## config.mk

```make
export PLATFORM = sky130hd
export DESIGN_NAME = load_store_unit_flat
export DESIGN_NICKNAME = d
export VERILOG_FILES = /design/src/rtl/load_store_unit_if.sv /design/src/rtl/load_store_unit.sv /design/src/flat_wrapper.sv
export SDC_FILE = /design/constraint.sdc
export NUM_CORES = 1
export LEC_CHECK = 0
export ABC_AREA = 1
export CAP_MARGIN = 40
export CORE_MARGIN = 8
export CORE_UTILIZATION = 50
export DETAILED_ROUTE_END_ITERATION = 12
export GPL_TIMING_DRIVEN = 0
export PLACE_DENSITY = 0.86
export SLEW_MARGIN = 20
export SYNTH_ARGS = -nofsm -noshare
export SYNTH_HDL_FRONTEND = slang
export SYNTH_SLANG_ARGS = --single-unit
```

## constraint.sdc

```tcl
create_clock -name clk -period 3.6 [get_ports clk]
set_clock_uncertainty 0.15 [all_clocks]
set_input_delay 0.54 -clock clk [delete_from_list [all_inputs] [get_ports clk]]
set_output_delay 0.54 -clock clk [all_outputs]
set_load 0.005 [all_outputs]
```

## src/rtl/load_store_unit_if.sv

```systemverilog
// Request/response and data-memory port bundle for the load/store unit.
// The slave modport is the unit; master is the pipeline stage plus memory.
interface load_store_unit_if #(
    parameter int MEM_WIDTH = 15,
    parameter int MLEN      = 64
);
    logic                 req_valid;
    logic                 req_ready;
    logic                 req_we;
    logic [2:0]           req_funct3;
    logic [31:0]          req_addr;
    logic [31:0]          req_wdata;

    logic                 rsp_valid;
    logic [31:0]          rsp_rdata;
    logic                 rsp_error;

    logic [2:0]           mem_funct3;
    logic [MEM_WIDTH-1:0] mem_rd_addr;
    logic [MLEN-1:0]      mem_rd_data;
    logic [MEM_WIDTH-1:0] mem_wr_addr;
    logic [MLEN-1:0]      mem_wr_data;
    logic                 mem_wr_en;
    logic                 mem_error;

    modport master (
        output req_valid, req_we, req_funct3, req_addr, req_wdata,
        input  req_ready, rsp_valid, rsp_rdata, rsp_error,
        input  mem_funct3, mem_rd_addr, mem_wr_addr, mem_wr_data, mem_wr_en,
        output mem_rd_data, mem_error
    );

    modport slave (
        input  req_valid, req_we, req_funct3, req_addr, req_wdata,
        output req_ready, rsp_valid, rsp_rdata, rsp_error,
        output mem_funct3, mem_rd_addr, mem_wr_addr, mem_wr_data, mem_wr_en,
        input  mem_rd_data, mem_error
    );
endinterface

```

## src/rtl/load_store_unit.sv

```systemverilog
// RV32I load/store front-end: validates a request, issues one aligned op or
// a run of byte ops to data memory, reassembles/extends loads, pulses a response.
module load_store_unit #(
    parameter int MEM_WIDTH      = 15,
    parameter int MLEN           = 64,
    parameter int MISALIGN_SPLIT = 1
) (
    input logic             clk,
    input logic             rst,
    load_store_unit_if.slave bus
);
    typedef enum logic [1:0] {IDLE, ISSUE, DRAIN, RESP} state_t;

    state_t state, state_nx;

    logic                 we_q, split_q, err_q;
    logic [2:0]           f3_q, k_q, cnt;
    logic [31:0]          wdata_q, acc;
    logic [MEM_WIDTH-1:0] addr_q;
    logic                 rd_vld;
    logic [1:0]           rd_idx;

    logic                 wr_en_q;
    logic [MEM_WIDTH-1:0] wr_addr_q, rd_addr_q;
    logic [MLEN-1:0]      wr_data_q;
    logic [2:0]           mem_f3_q;

    logic                 accept, last_op, issue_now;
    logic                 f3_ok, mis, rng_err, pre_err, do_split;
    logic [2:0]           req_size;
    logic [MEM_WIDTH:0]   last_byte;

    logic [MEM_WIDTH-1:0] op_addr;
    logic [2:0]           op_idx, op_f3;
    logic                 op_we, op_split;
    logic [31:0]          op_wdata, ext_data;

    function automatic logic [MLEN-1:0] lane_data(input logic [31:0] d, input logic [1:0] idx,
                                                  input logic split, input logic [2:0] off);
        logic [MLEN-1:0] v;
        v = '0;
        if (split) v[7:0] = d[{idx, 3'b000} +: 8];
        else       v[31:0] = d;
        return v << {off, 3'b000};
    endfunction

    assign bus.req_ready = (state == IDLE) && !rst;
    assign accept        = bus.req_valid && bus.req_ready;
    assign last_op       = (cnt == k_q - 3'd1);

    // Request pre-check: funct3 legality, range (including the last byte of a split run), alignment
    always_comb begin
        if (bus.req_we) f3_ok = bus.req_funct3 inside {3'b000, 3'b001, 3'b010};
        else            f3_ok = bus.req_funct3 inside {3'b000, 3'b001, 3'b010, 3'b100, 3'b101};
        case (bus.req_funct3[1:0])
            2'd0:    req_size = 3'd1;
            2'd1:    req_size = 3'd2;
            default: req_size = 3'd4;
        endcase
        mis       = (bus.req_funct3[1:0] == 2'd1 && bus.req_addr[0]) ||
                    (bus.req_funct3[1:0] == 2'd2 && bus.req_addr[1:0] != 2'b00);
        last_byte = {1'b0, bus.req_addr[MEM_WIDTH-1:0]} + (MEM_WIDTH+1)'(req_size - 3'd1);
        rng_err   = (|bus.req_addr[31:MEM_WIDTH]) || last_byte[MEM_WIDTH];
        do_split  = mis && (MISALIGN_SPLIT != 0);
        pre_err   = !f3_ok || rng_err || (mis && (MISALIGN_SPLIT == 0));
    end

    // Next op: the first comes straight from the request, later ones from the registered copy
    always_comb begin
        if (state == IDLE) begin
            op_addr  = bus.req_addr[MEM_WIDTH-1:0];
            op_idx   = 3'd0;
            op_we    = bus.req_we;
            op_split = do_split;
            op_f3    = bus.req_funct3;
            op_wdata = bus.req_wdata;
        end else begin
            op_addr  = addr_q + MEM_WIDTH'(1);
            op_idx   = cnt + 3'd1;
            op_we    = we_q;
            op_split = split_q;
            op_f3    = f3_q;
            op_wdata = wdata_q;
        end
        issue_now = (state == IDLE && accept && !pre_err) || (state == ISSUE && !last_op);
    end

    always_ff @(posedge clk) begin
        if (rst) state <= IDLE;
        else     state <= state_nx;
    end

    always_comb begin
        state_nx = state;
        case (state)
            IDLE:  if (accept) state_nx = pre_err ? RESP : ISSUE;
            ISSUE: if (last_op) state_nx = we_q ? RESP : DRAIN;
            DRAIN: state_nx = RESP;
            RESP:  state_nx = IDLE;
            default: state_nx = IDLE;
        endcase
    end

    always_ff @(posedge clk) begin
        if (rst) begin
            we_q      <= 1'b0;
            split_q   <= 1'b0;
            err_q     <= 1'b0;
            f3_q      <= '0;
            k_q       <= '0;
            cnt       <= '0;
            wdata_q   <= '0;
            acc       <= '0;
            addr_q    <= '0;
            rd_vld    <= 1'b0;
            rd_idx    <= '0;
            wr_en_q   <= 1'b0;
            wr_addr_q <= '0;
            rd_addr_q <= '0;
            wr_data_q <= '0;
            mem_f3_q  <= '0;
        end else begin
            if (state == IDLE && accept) begin
                we_q    <= bus.req_we;
                split_q <= do_split;
                err_q   <= pre_err;
                f3_q    <= bus.req_funct3;
                k_q     <= do_split ? req_size : 3'd1;
                wdata_q <= bus.req_wdata;
                acc     <= '0;
            end
            if (state == ISSUE) err_q <= err_q | bus.mem_error;

            wr_en_q <= issue_now && op_we;
            if (issue_now) begin
                addr_q   <= op_addr;
                cnt      <= op_idx;
                mem_f3_q <= op_split ? (op_we ? 3'b000 : 3'b100) : op_f3;
                if (op_we) begin
                    wr_addr_q <= op_addr;
                    wr_data_q <= lane_data(op_wdata, op_idx[1:0], op_split, op_addr[2:0]);
                end else begin
                    rd_addr_q <= op_addr;
                end
            end

            // Read data lands one cycle after its address; track which byte it belongs to
            rd_vld <= (state == ISSUE) && !we_q;
            rd_idx <= cnt[1:0];
            if (rd_vld) begin
                if (split_q) acc[{rd_idx, 3'b000} +: 8] <= bus.mem_rd_data[7:0];
                else         acc <= bus.mem_rd_data[31:0];
            end
        end
    end

    always_comb begin
        case (f3_q)
            3'b000:  ext_data = {{24{acc[7]}}, acc[7:0]};
            3'b001:  ext_data = {{16{acc[15]}}, acc[15:0]};
            3'b100:  ext_data = {24'd0, acc[7:0]};
            3'b101:  ext_data = {16'd0, acc[15:0]};
            default: ext_data = acc;
        endcase
    end

    assign bus.rsp_valid   = (state == RESP);
    assign bus.rsp_error   = (state == RESP) && err_q;
    assign bus.rsp_rdata   = (state == RESP && !we_q && !err_q) ? ext_data : 32'd0;

    // Gated so a reset landing mid-sequence cannot commit the in-flight byte
    assign bus.mem_wr_en   = wr_en_q && !rst;
    assign bus.mem_wr_addr = wr_addr_q;
    assign bus.mem_wr_data = wr_data_q;
    assign bus.mem_rd_addr = rd_addr_q;
    assign bus.mem_funct3  = mem_f3_q;
endmodule

```

## src/flat_wrapper.sv

```systemverilog
// flat-port wrapper written by rule: the top's interface ports become plain ports
module load_store_unit_flat 
#(
    parameter int MEM_WIDTH      = 15,
    parameter int MLEN           = 64,
    parameter int MISALIGN_SPLIT = 1
)
  (clk, rst, bus_req_valid, bus_req_we, bus_req_funct3, bus_req_addr, bus_req_wdata, bus_req_ready, bus_rsp_valid, bus_rsp_rdata, bus_rsp_error, bus_mem_funct3, bus_mem_rd_addr, bus_mem_wr_addr, bus_mem_wr_data, bus_mem_wr_en, bus_mem_rd_data, bus_mem_error);
  load_store_unit_if #(.MEM_WIDTH(MEM_WIDTH), .MLEN(MLEN)) bus_i ();
  input logic clk;
  input logic rst;
  input wire logic [$bits(bus_i.req_valid)-1:0] bus_req_valid;
  input wire logic [$bits(bus_i.req_we)-1:0] bus_req_we;
  input wire logic [$bits(bus_i.req_funct3)-1:0] bus_req_funct3;
  input wire logic [$bits(bus_i.req_addr)-1:0] bus_req_addr;
  input wire logic [$bits(bus_i.req_wdata)-1:0] bus_req_wdata;
  output wire logic [$bits(bus_i.req_ready)-1:0] bus_req_ready;
  output wire logic [$bits(bus_i.rsp_valid)-1:0] bus_rsp_valid;
  output wire logic [$bits(bus_i.rsp_rdata)-1:0] bus_rsp_rdata;
  output wire logic [$bits(bus_i.rsp_error)-1:0] bus_rsp_error;
  output wire logic [$bits(bus_i.mem_funct3)-1:0] bus_mem_funct3;
  output wire logic [$bits(bus_i.mem_rd_addr)-1:0] bus_mem_rd_addr;
  output wire logic [$bits(bus_i.mem_wr_addr)-1:0] bus_mem_wr_addr;
  output wire logic [$bits(bus_i.mem_wr_data)-1:0] bus_mem_wr_data;
  output wire logic [$bits(bus_i.mem_wr_en)-1:0] bus_mem_wr_en;
  input wire logic [$bits(bus_i.mem_rd_data)-1:0] bus_mem_rd_data;
  input wire logic [$bits(bus_i.mem_error)-1:0] bus_mem_error;
  assign bus_i.req_valid = bus_req_valid;
  assign bus_i.req_we = bus_req_we;
  assign bus_i.req_funct3 = bus_req_funct3;
  assign bus_i.req_addr = bus_req_addr;
  assign bus_i.req_wdata = bus_req_wdata;
  assign bus_req_ready = bus_i.req_ready;
  assign bus_rsp_valid = bus_i.rsp_valid;
  assign bus_rsp_rdata = bus_i.rsp_rdata;
  assign bus_rsp_error = bus_i.rsp_error;
  assign bus_mem_funct3 = bus_i.mem_funct3;
  assign bus_mem_rd_addr = bus_i.mem_rd_addr;
  assign bus_mem_wr_addr = bus_i.mem_wr_addr;
  assign bus_mem_wr_data = bus_i.mem_wr_data;
  assign bus_mem_wr_en = bus_i.mem_wr_en;
  assign bus_i.mem_rd_data = bus_mem_rd_data;
  assign bus_i.mem_error = bus_mem_error;
  load_store_unit #(.MEM_WIDTH(MEM_WIDTH), .MLEN(MLEN), .MISALIGN_SPLIT(MISALIGN_SPLIT)) u_core (.clk(clk), .rst(rst), .bus(bus_i));
endmodule
```

-- Word level (Yosys, flattened, before mapping)
Cells that the tools add are included.
- flip-flop bits (word level): 194
- bits of input ports: 136
- output and inout bits: 133
- word-level logic and storage cells: 112
- add/sub/neg operators: 6
- equality and inequality tests: 15
- shifts and indexed selects: 4
- multiplexer cells: 33
- bitwise gates (word level): 2
- reduce and logical (&&, ||, !) cells: 35
- operator list (cell ; count):
    32-bit two-way mux ; 6
    32-bit case mux with 4 select lines ; 1
    24-bit two-way mux ; 4
    32-bit by 6-bit left shift with 64-bit output ; 1
    32-bit bitwise mux ; 1
    8-bit two-way mux ; 4
    8-bit by 7-bit variable shift with 32-bit output, first input constant ; 1
    32-bit by 6-bit variable part select with 8-bit output ; 1
    8-bit by 7-bit variable part select with 32-bit output ; 1
    17-bit OR reduction ; 1
    15-bit by 16-bit adder with 16-bit output ; 1
    15-bit by 1-bit adder with 15-bit output, second input constant ; 1
    15-bit two-way mux ; 1
    3-bit two-way mux ; 5
    1-bit logical AND ; 13
    3-bit equality test, second input constant ; 4
    2-bit case mux with 4 select lines ; 1
    5-bit negator with 7-bit output ; 1
    2-bit equality test, second input constant ; 3
    3-bit by 1-bit equality test with 1-bit output, second input constant ; 2
    1-bit zero test ; 6
    3-bit zero test ; 2
    1-bit two-way mux ; 6
    2-bit two-way mux ; 3
    16 further kinds ; 25

-- Depth between registers and ports, before layout
Gate-level depths: netlist (run 1).
- word-level depth: 12
- mapped depth: 19
- gate-level depth less buffers: 18

-- Worst setup path after synthesis (run 1)
No wires, ideal clock.
- path type: input to register
- start: in bus_req_funct3[0]
- end: reg u_core.wr_data_q[45], in the netlist u_core.bus.mem_wr_data[45]
- library setup time: 113 ps
- arrival: 2481 ps
- data required time: 3337 ps
- setup slack: 856 ps
- cell stages on the path: 19
- path buffers: 2
- cell sequence: nor2_1 > inv_1 > ha_1 > xor2_1 > ha_1 > a21oi_1 > o21ai_1 > nand2_1 > nand2_1 > nand2_1 > nand2_1 > nand2_2 > nand3_4 > nand2_4 > nand2_4 > buf_6 > buf_6 > nor2_1 > nor2_1
- cells in the longest elaborated chain, start to end: 10
- elaborated cells on any way between the ends: 34
- those cells by class: add/sub: 2; eq/ne: 6; shift: 1; mux: 11; reduce/logical: 14
- RTL lines (what ; RTL line ; source):
    from (decl) ; flat_wrapper.sv:14 ; input wire logic [$bits(bus_i.req_funct3)-1:0] bus_req_funct3;
    2-bit by 1-bit equality test with 1-bit output / 2-bit zero test (equally long branches) ; load_store_unit.sv:55, load_store_unit.sv:60 ;
    3-bit case mux with 2 select lines ; load_store_unit.sv:55 ; case (bus.req_funct3[1:0])
    3-bit by 1-bit subtractor with 4-bit output ; load_store_unit.sv:62 ; last_byte = {1'b0, bus.req_addr[MEM_WIDTH-1:0]} + (MEM_WIDTH+1)'(req_size - 3'd1);
    15-bit by 16-bit adder with 16-bit output ; load_store_unit.sv:62 ;
    1-bit logical OR ; load_store_unit.sv:63 ; rng_err = (|bus.req_addr[31:MEM_WIDTH]) || last_byte[MEM_WIDTH];
    1-bit logical OR ; load_store_unit.sv:65 ; pre_err = !f3_ok || rng_err || (mis && (MISALIGN_SPLIT == 0));
    1-bit zero test ; load_store_unit.sv:85 ; issue_now = (state == IDLE && accept && !pre_err) || (state == ISSUE && !last_op);
    1-bit logical AND ; load_store_unit.sv:85 ;
    1-bit logical OR ; load_store_unit.sv:85 ;
    2-bit AND reduction (no line) ; n/a ;
    to (signal assigned) ; load_store_unit.sv:141 ; wr_data_q <= lane_data(op_wdata, op_idx[1:0], op_split, op_addr[2:0]);
    to (decl) ; load_store_unit.sv:25 ; logic [MLEN-1:0] wr_data_q;
Several ways; a longest one is shown, not always the timed one. The select of a mux whose other input is x is not followed.
A chain may end at the register's enable or synchronous reset.

-- Worst setup path after layout (run 1)
- start: in bus_req_funct3[1]
- end: reg u_core.wr_data_q[50], in the netlist u_core.bus.mem_wr_data[50]
Same word-level chain as after synthesis.

==> reports/metrics.cfg, run 1 <==
[critical_path]
worstPathRequired_ns=3.80
critPathKind=primary input to flip-flop
r2r-end=u_core.bus.mem_wr_data[41]$_SDFFE_PP0P_
path_max_fanout=10
start_kind=primary input
end_kind=flip-flop
r2r_cells=14
r2r_slack_ns=0.71
startpoint=bus_req_funct3[1]
critPathArrivalTime_ns=3.64
reg2reg_from=u_core.cnt[1]$_SDFFE_PP0P_

[hold_path]
min_path_type=flip-flop to flip-flop
hp-start=u_core.we_q$_SDFFE_PP0P_
min_to=u_core.rd_vld$_SDFF_PP0_
holdPathStages=1

[synth]
synthTopCellsByArea=dfxtp_1 36%, nand2_1 15%, nand3_1 8.9%
ys_ff_latch=194
yosysTopAreaCell=dfxtp_1
yosys_warnings=0
avgSynthCellArea_sq_um=6.426
syn_area_sq_mm=0.01071
netlist_instances=1666
yosys.area.top_type_share=0.3628
async_reset_ff_frac=0
synth_edf_count=0
seq_area_frac_synth=0.3628
synth_top_flop_cell=dfxtp_1
ys_types=44

[global_route]
grt_overflow=0
grt_max_degree=22
track_usage=0.3204
antenna_found_initial=1
grt_pass1_vias=11950
grt_pass1_wl_mm=66.63

[timing]
finalCritPeriodShare=0.9556
worst_pin_slew_ns=0.7704
fin_hold_ws_ns=0.2726
tns_ns=0
rsz0062_at_grt=false
max_freq_mhz=290.7
period_needed_ns=3.440
setup_ws_ns=0.1597
final-max-slew-violation-count=0
max-slew-margin-rel=0.4864
setup_viol=0
hold_viol=0

[detailed_routing]
drc_errors=0
initialDrtViolationCount=1337
vias=12390
wl_per_cell_um=19.47
antenna_left=0
avgViaCountPerCell=5.592
drt_first_pass_iters=6
wirelength_mm=43.14

[clocking]
clockBufferDepth=2
cts_tree=built
htree_levels=4
path_clk_slew_ns=0.08
clk_latency_ns=0.45
cts_hold_buf=0
cts_root_buffer=clkbuf_16
numCtsBuffers=17
numClockSinks=194

[cells_and_area]
syn_to_final_growth_pct=31.58
fill_cells=1867
final_nets=2083
drive_above_1_share=0.06034

[placement]
gp_congestion=0.9811
pre_cts_ws_ns=-0.4455
io_buffer_count=235
dp_hpwl_mm=33.86

[power_and_ir_drop]
power_density_mw_per_mm2=755.2
leakage_nw=5.760
ir_drop_v=0.0004184

[job]
max_cap_viol_count=0

[floorplanning]
die_w_um=162.3
ioPinCount=269
initial_core_util=0.5093
design.core.area_sq_mm=0.02102
rows=53
die_h_um=162.3
die-area_sq_mm=0.02635

[run_status]
status=complete, no violations

[layout by cell type (no fill, tap or decap), types with 3 or more instances in the layout]
cell and instances:
buf_6 8, clkdlybuf4s50_1 234, inv_2 7, nor2_2 5
ha_1 21, buf_4 8, nand3_1 191, nor3_1 5
clkbuf_16 17, o221ai_1 7, nor4_1 3, nor2_1 191
o21ai_1 14, o31ai_1 3, o211ai_1 18, xnor2_1 3
clkbuf_1 44, buf_1 10, nand4_1 13, clkinv_8 7
a31oi_1 4, a21oi_1 149, nand2_2 4, xor2_1 5
clkinv_1 3, nand2_1 432, o22ai_1 16, o21ai_0 117
dfxtp_1 194, inv_1 128, conb_1 6, buf_2 42
[layout make-up]
class / instances / area (sq um) / area share
Antenna cell: 2 / 5.005 / 0.0003553
Buffer: 112 / 560.5 / 0.03979
Clock buffer: 17 / 425.4 / 0.03020
Clock inverter: 15 / 212.7 / 0.01510
Inverter: 138 / 518.0 / 0.03677
Multi-Input combinational cell: 1227 / 5774 / 0.4099
Sequential cell: 194 / 3884 / 0.2757
Tap cell: 275 / 344.1 / 0.02443
Timing Repair Buffer: 236 / 2362 / 0.1677
[how the worst max path moves through the flow]
stage,depth (start not counted),to
2_1_floorplan,19,u_core.bus.mem_wr_data[45]$_SDFFE_PP0P_
3_3_place_gp,18,u_core.bus.mem_wr_data[22]$_SDFFE_PP0P_
3_5_place_dp,18,u_core.bus.mem_wr_data[21]$_SDFFE_PP0P_
4_1_cts,20,u_core.bus.mem_wr_data[50]$_SDFFE_PP0P_
5_1_grt,20,u_core.bus.mem_wr_data[50]$_SDFFE_PP0P_
6_report,20,u_core.bus.mem_wr_data[50]$_SDFFE_PP0P_
[registers in the layout, summed over array words and instances, names as in the netlist]
register / count
u_core.wdata_q: 32
u_core.err_q: 1
u_core.rd_idx: 2
u_core.bus.mem_rd_addr: 15
u_core.bus.mem_funct3: 3
u_core.k_q: 3
u_core.bus.mem_wr_addr: 15
u_core.rd_vld: 1
u_core.we_q: 1
u_core.state: 2
u_core.cnt: 3
u_core.split_q: 1
u_core.acc: 32
u_core.bus.mem_wr_data: 64
u_core.f3_q: 3
u_core.addr_q: 15
u_core.wr_en_q: 1
[metrics by stage]
step	utilization	total power, W	std cells	instance area (sq um)
global route	0.6701	0.01122	2216	14090
finish	0.6701	0.01064	2216	14090
floorplan	-	0.006295	1671	10720
detailed placement	0.6384	0.008376	2181	13420
CTS	0.6688	0.01043	2213	14060
global placement	0.6384	0.008357	2181	13420
[Yosys cell counts (all sizes together) (13+ instances only)]
cell    number
o211ai      18
nand4       13
dfxtp      194
nand3      192
clkbuf      45
a21oi      149
o22ai       16
nor2       198
o21ai      134
ha          21
nand2      438
buf         67
inv        135
[routing by layer]
metal / wire (um) / track usage
met1: 18280 / 0.4200
met5: 0 / 0
met3: 4119 / 0.07365
met4: 1174 / 0.1094
met2: 19570 / 0.5098
[repair_timing]
item	CTS	global route
pin swaps	0	1
resized for setup	1	3
setup endpoints to repair	3	62
buffers inserted	0	1
[report_power, final]
part / switching, W / internal (W) / total [W]
Sequential: 0.000238 / 0.00247 / 0.00271
Clock: 0.00103 / 0.00101 / 0.00204
Combinational: 0.00408 / 0.00181 / 0.00589
[cell families (layout without fill, tap and decap cells)]
family | after synthesis | after routing | synth area share
flops | 194 | 194 | 0.3628
buf+inv | 250 | 518 | 0.1006
compound gates | 339 | 339 | 0.1723
fa+ha+maj | 21 | 21 | 0.02454
other cells | 1 | 8 | 0.0003503
xor+xnor | 8 | 8 | 0.006545
simple gates | 853 | 853 | 0.3329
[worst max-delay path: stages]
cell	delay, ns
clkdlybuf4s50_1	0.50
inv_1	0.16
nand2_1	0.10
ha_1	0.24
xor2_1	0.25
ha_1	0.32
a21oi_1	0.16
o21ai_1	0.13
nand2_1	0.08
nand2_1	0.05
nand2_1	0.05
nand2_1	0.05
nand2_2	0.10
nand3_4	0.11
nand2_8	0.13
nand2_4	0.12
buf_6	0.19
buf_6	0.14
nor2_1	0.14
nor2_1	0.06
No activity file was read; power rests on OpenSTA's default activity.
==> run 2, diff against run 1 <==
Settings changed: CORE_MARGIN 8 to not set, GPL_TIMING_DRIVEN 0 to not set, MAX_ROUTING_LAYER set to met4.
==> run 2 against run 1 <==
Critical path depth is 1 lower. Flip-flop and latch count stayed put. Non-clock buffer count is 83 lower. Via count is 4.9% lower. First-iteration DRC count is 9.3% lower. Fmax is 7.0% higher. Critical endpoint is now u_core.bus.mem_wr_addr[8]$_SDFFE_PP0P_.
==> reports/metrics.cfg, run 2 (same netlist as run 1, synthesis figures left out) <==
[run_status]
status=complete, no violations

[critical_path]
path_max_fanout=15
critPathKind=primary input to flip-flop
worstPathRequired_ns=3.84
cp_cell_sequence=clkdlybuf4s50_1, nor2_1, inv_1, ha_1, xor2_1, ha_1, a21oi_1, o21ai_1, nand2_1, nand2_1, nand2_1, nand2_1, nand2_2, nand3_4, nand2_4, nand2_4, nor2_4, nand2_1, nand2_1
critical_path.slowest_cell=clkdlybuf4s50_1
end_kind=flip-flop
start_kind=primary input
slowest_delay_ns=0.45
cp_common_cell=nand2_1
critPathArrivalTime_ns=3.45

[detailed_routing]
drc_errors=0
wl_per_cell_um=16.30
antenna_left=0
wirelength_mm=34.77
initialDrtViolationCount=1213
vias=11780
avgViaCountPerCell=5.523
drt_first_pass_iters=6

[global_route]
grt_overflow=0
grt_pass1_wl_mm=54.43
antenna_found_initial=2
grt_max_degree=78
grt_pass1_vias=10610
track_usage=0.3232

[clocking]
cts.repair.resized=0
cts_tree=built
numCtsBuffers=17
numClockSinks=194
htree_levels=4
cts_root_buffer=clkbuf_16
cts_hold_buf=0
path_clk_slew_ns=0.08
post_cts_buffers=0
clk_latency_ns=0.44
clockBufferDepth=2

[cells_and_area]
final_cell_mix=431 x nand2_1, 235 x clkdlybuf4s50_1, 194 x dfxtp_1
syn_to_final_growth_pct=29.30
utilization=0.6585
final_common_cell=nand2_1
fill_cells=1859
largest_reg_flops=64
final_nets=2000
drive_above_1_share=0.04795

[timing]
tns_ns=0
hold_viol=0
max-slew-margin-rel=0.4877
max_freq_mhz=311.1
worst_pin_slew_ns=0.7673
rsz0062_at_grt=false
period_needed_ns=3.214
setup_viol=0
finalCritPeriodShare=0.8928
final-max-slew-violation-count=0

[floorplanning]
die_w_um=148.3
design.core.area_sq_mm=0.02102
initial_core_util=0.5093
rows=53
die-area_sq_mm=0.02200
die_h_um=148.3
ioPinCount=269

[job]
max_cap_viol_count=0

[power_and_ir_drop]
ir_drop_v=0.0004830
power_density_mw_per_mm2=720.5
leakage_nw=5.630

[placement]
dp_hpwl_mm=25.06
io_buffer_count=236
gp_congestion=0.9230

[hold_path]
min_path_type=flip-flop to flip-flop

==> run 2: changes by cell type in the layout (fill, tap and decap cells not counted), sizes merged <==
cell	previous run	this run
clkdlybuf4s50	234	235
buf	68	30
clkinvlp	2	0
inv	139	142
clkinv	11	10
clkbuf	62	17
dlymetal6s2s	1	0
==> run 2: layer usage <==
layer	GRT usage	up-vias	share of wire
li1	-	5778	-
met1	0.4229	5398	0.42
met2	0.4866	545	0.46
met3	0.07485	59	0.093
met4	0.1144	0	0.027
met5	-	-	0
==> run 2: path summary, 6_finish.rpt <==
kind | from | to | slack [ns] | cells after the start
min | u_core.we_q$_SDFFE_PP0P_ | u_core.rd_vld$_SDFF_PP0_ | 0.27 | 1
max reg2reg | u_core.state[0]$_SDFFE_PP0P_ | u_core.bus.mem_wr_data[43]$_SDFFE_PP0P_ | 0.42 | 11
min reg2reg | u_core.we_q$_SDFFE_PP0P_ | u_core.rd_vld$_SDFF_PP0_ | 0.27 | 1
max | bus_req_funct3[1] | u_core.bus.mem_wr_addr[8]$_SDFFE_PP0P_ | 0.39 | 19
==> run 2: area by class of cell <==
class	count	area, sq um	area share
repair buffers	265	2705	0.1954
diodes	2	5.005	0.0003616
multi-input cells	1227	5776	0.4172
flip-flops and latches	194	3884	0.2806
inverters	138	518.0	0.03742
clock buffers	17	425.4	0.03073
clock inverters	15	185.2	0.01338
well taps	275	344.1	0.02486
==> run 2: report_power, final <==
part	switching, W	total (W)	internal [W]
combinational	0.00357	0.00530	0.00173
clock	0.000969	0.00197	0.00100
sequential	0.000233	0.00270	0.00247
==> run 2: worst max-delay path: cells and delay by family <==
kind,cells,cell delay [ns]
AO/OA/AOI/OAI,2,0.26
XOR/XNOR,1,0.17
adder cells (fa/ha/maj),2,0.50
buffers and inverters,2,0.53
AND/OR/NAND/NOR,12,1.44
==> run 2: metrics by stage <==
stage / hold WS [ns] / cell area [sq um] / std cells / power (W) / setup WS, ns
6_report: 0.2677 / 13840 / 2133 / 0.009973 / 0.3859
5_1_grt: 0.2969 / 13840 / 2133 / 0.01061 / 0.1921
4_1_cts: 0.2682 / 13810 / 2130 / 0.009776 / 0.4754
3_5_place_dp: 0.2602 / 13200 / 2098 / 0.007805 / 0.01286
3_3_place_gp: 0.2521 / 13170 / 2097 / 0.007729 / 0.05170
2_1_floorplan: 0.2413 / 10720 / 1671 / 0.006295 / 0.8563
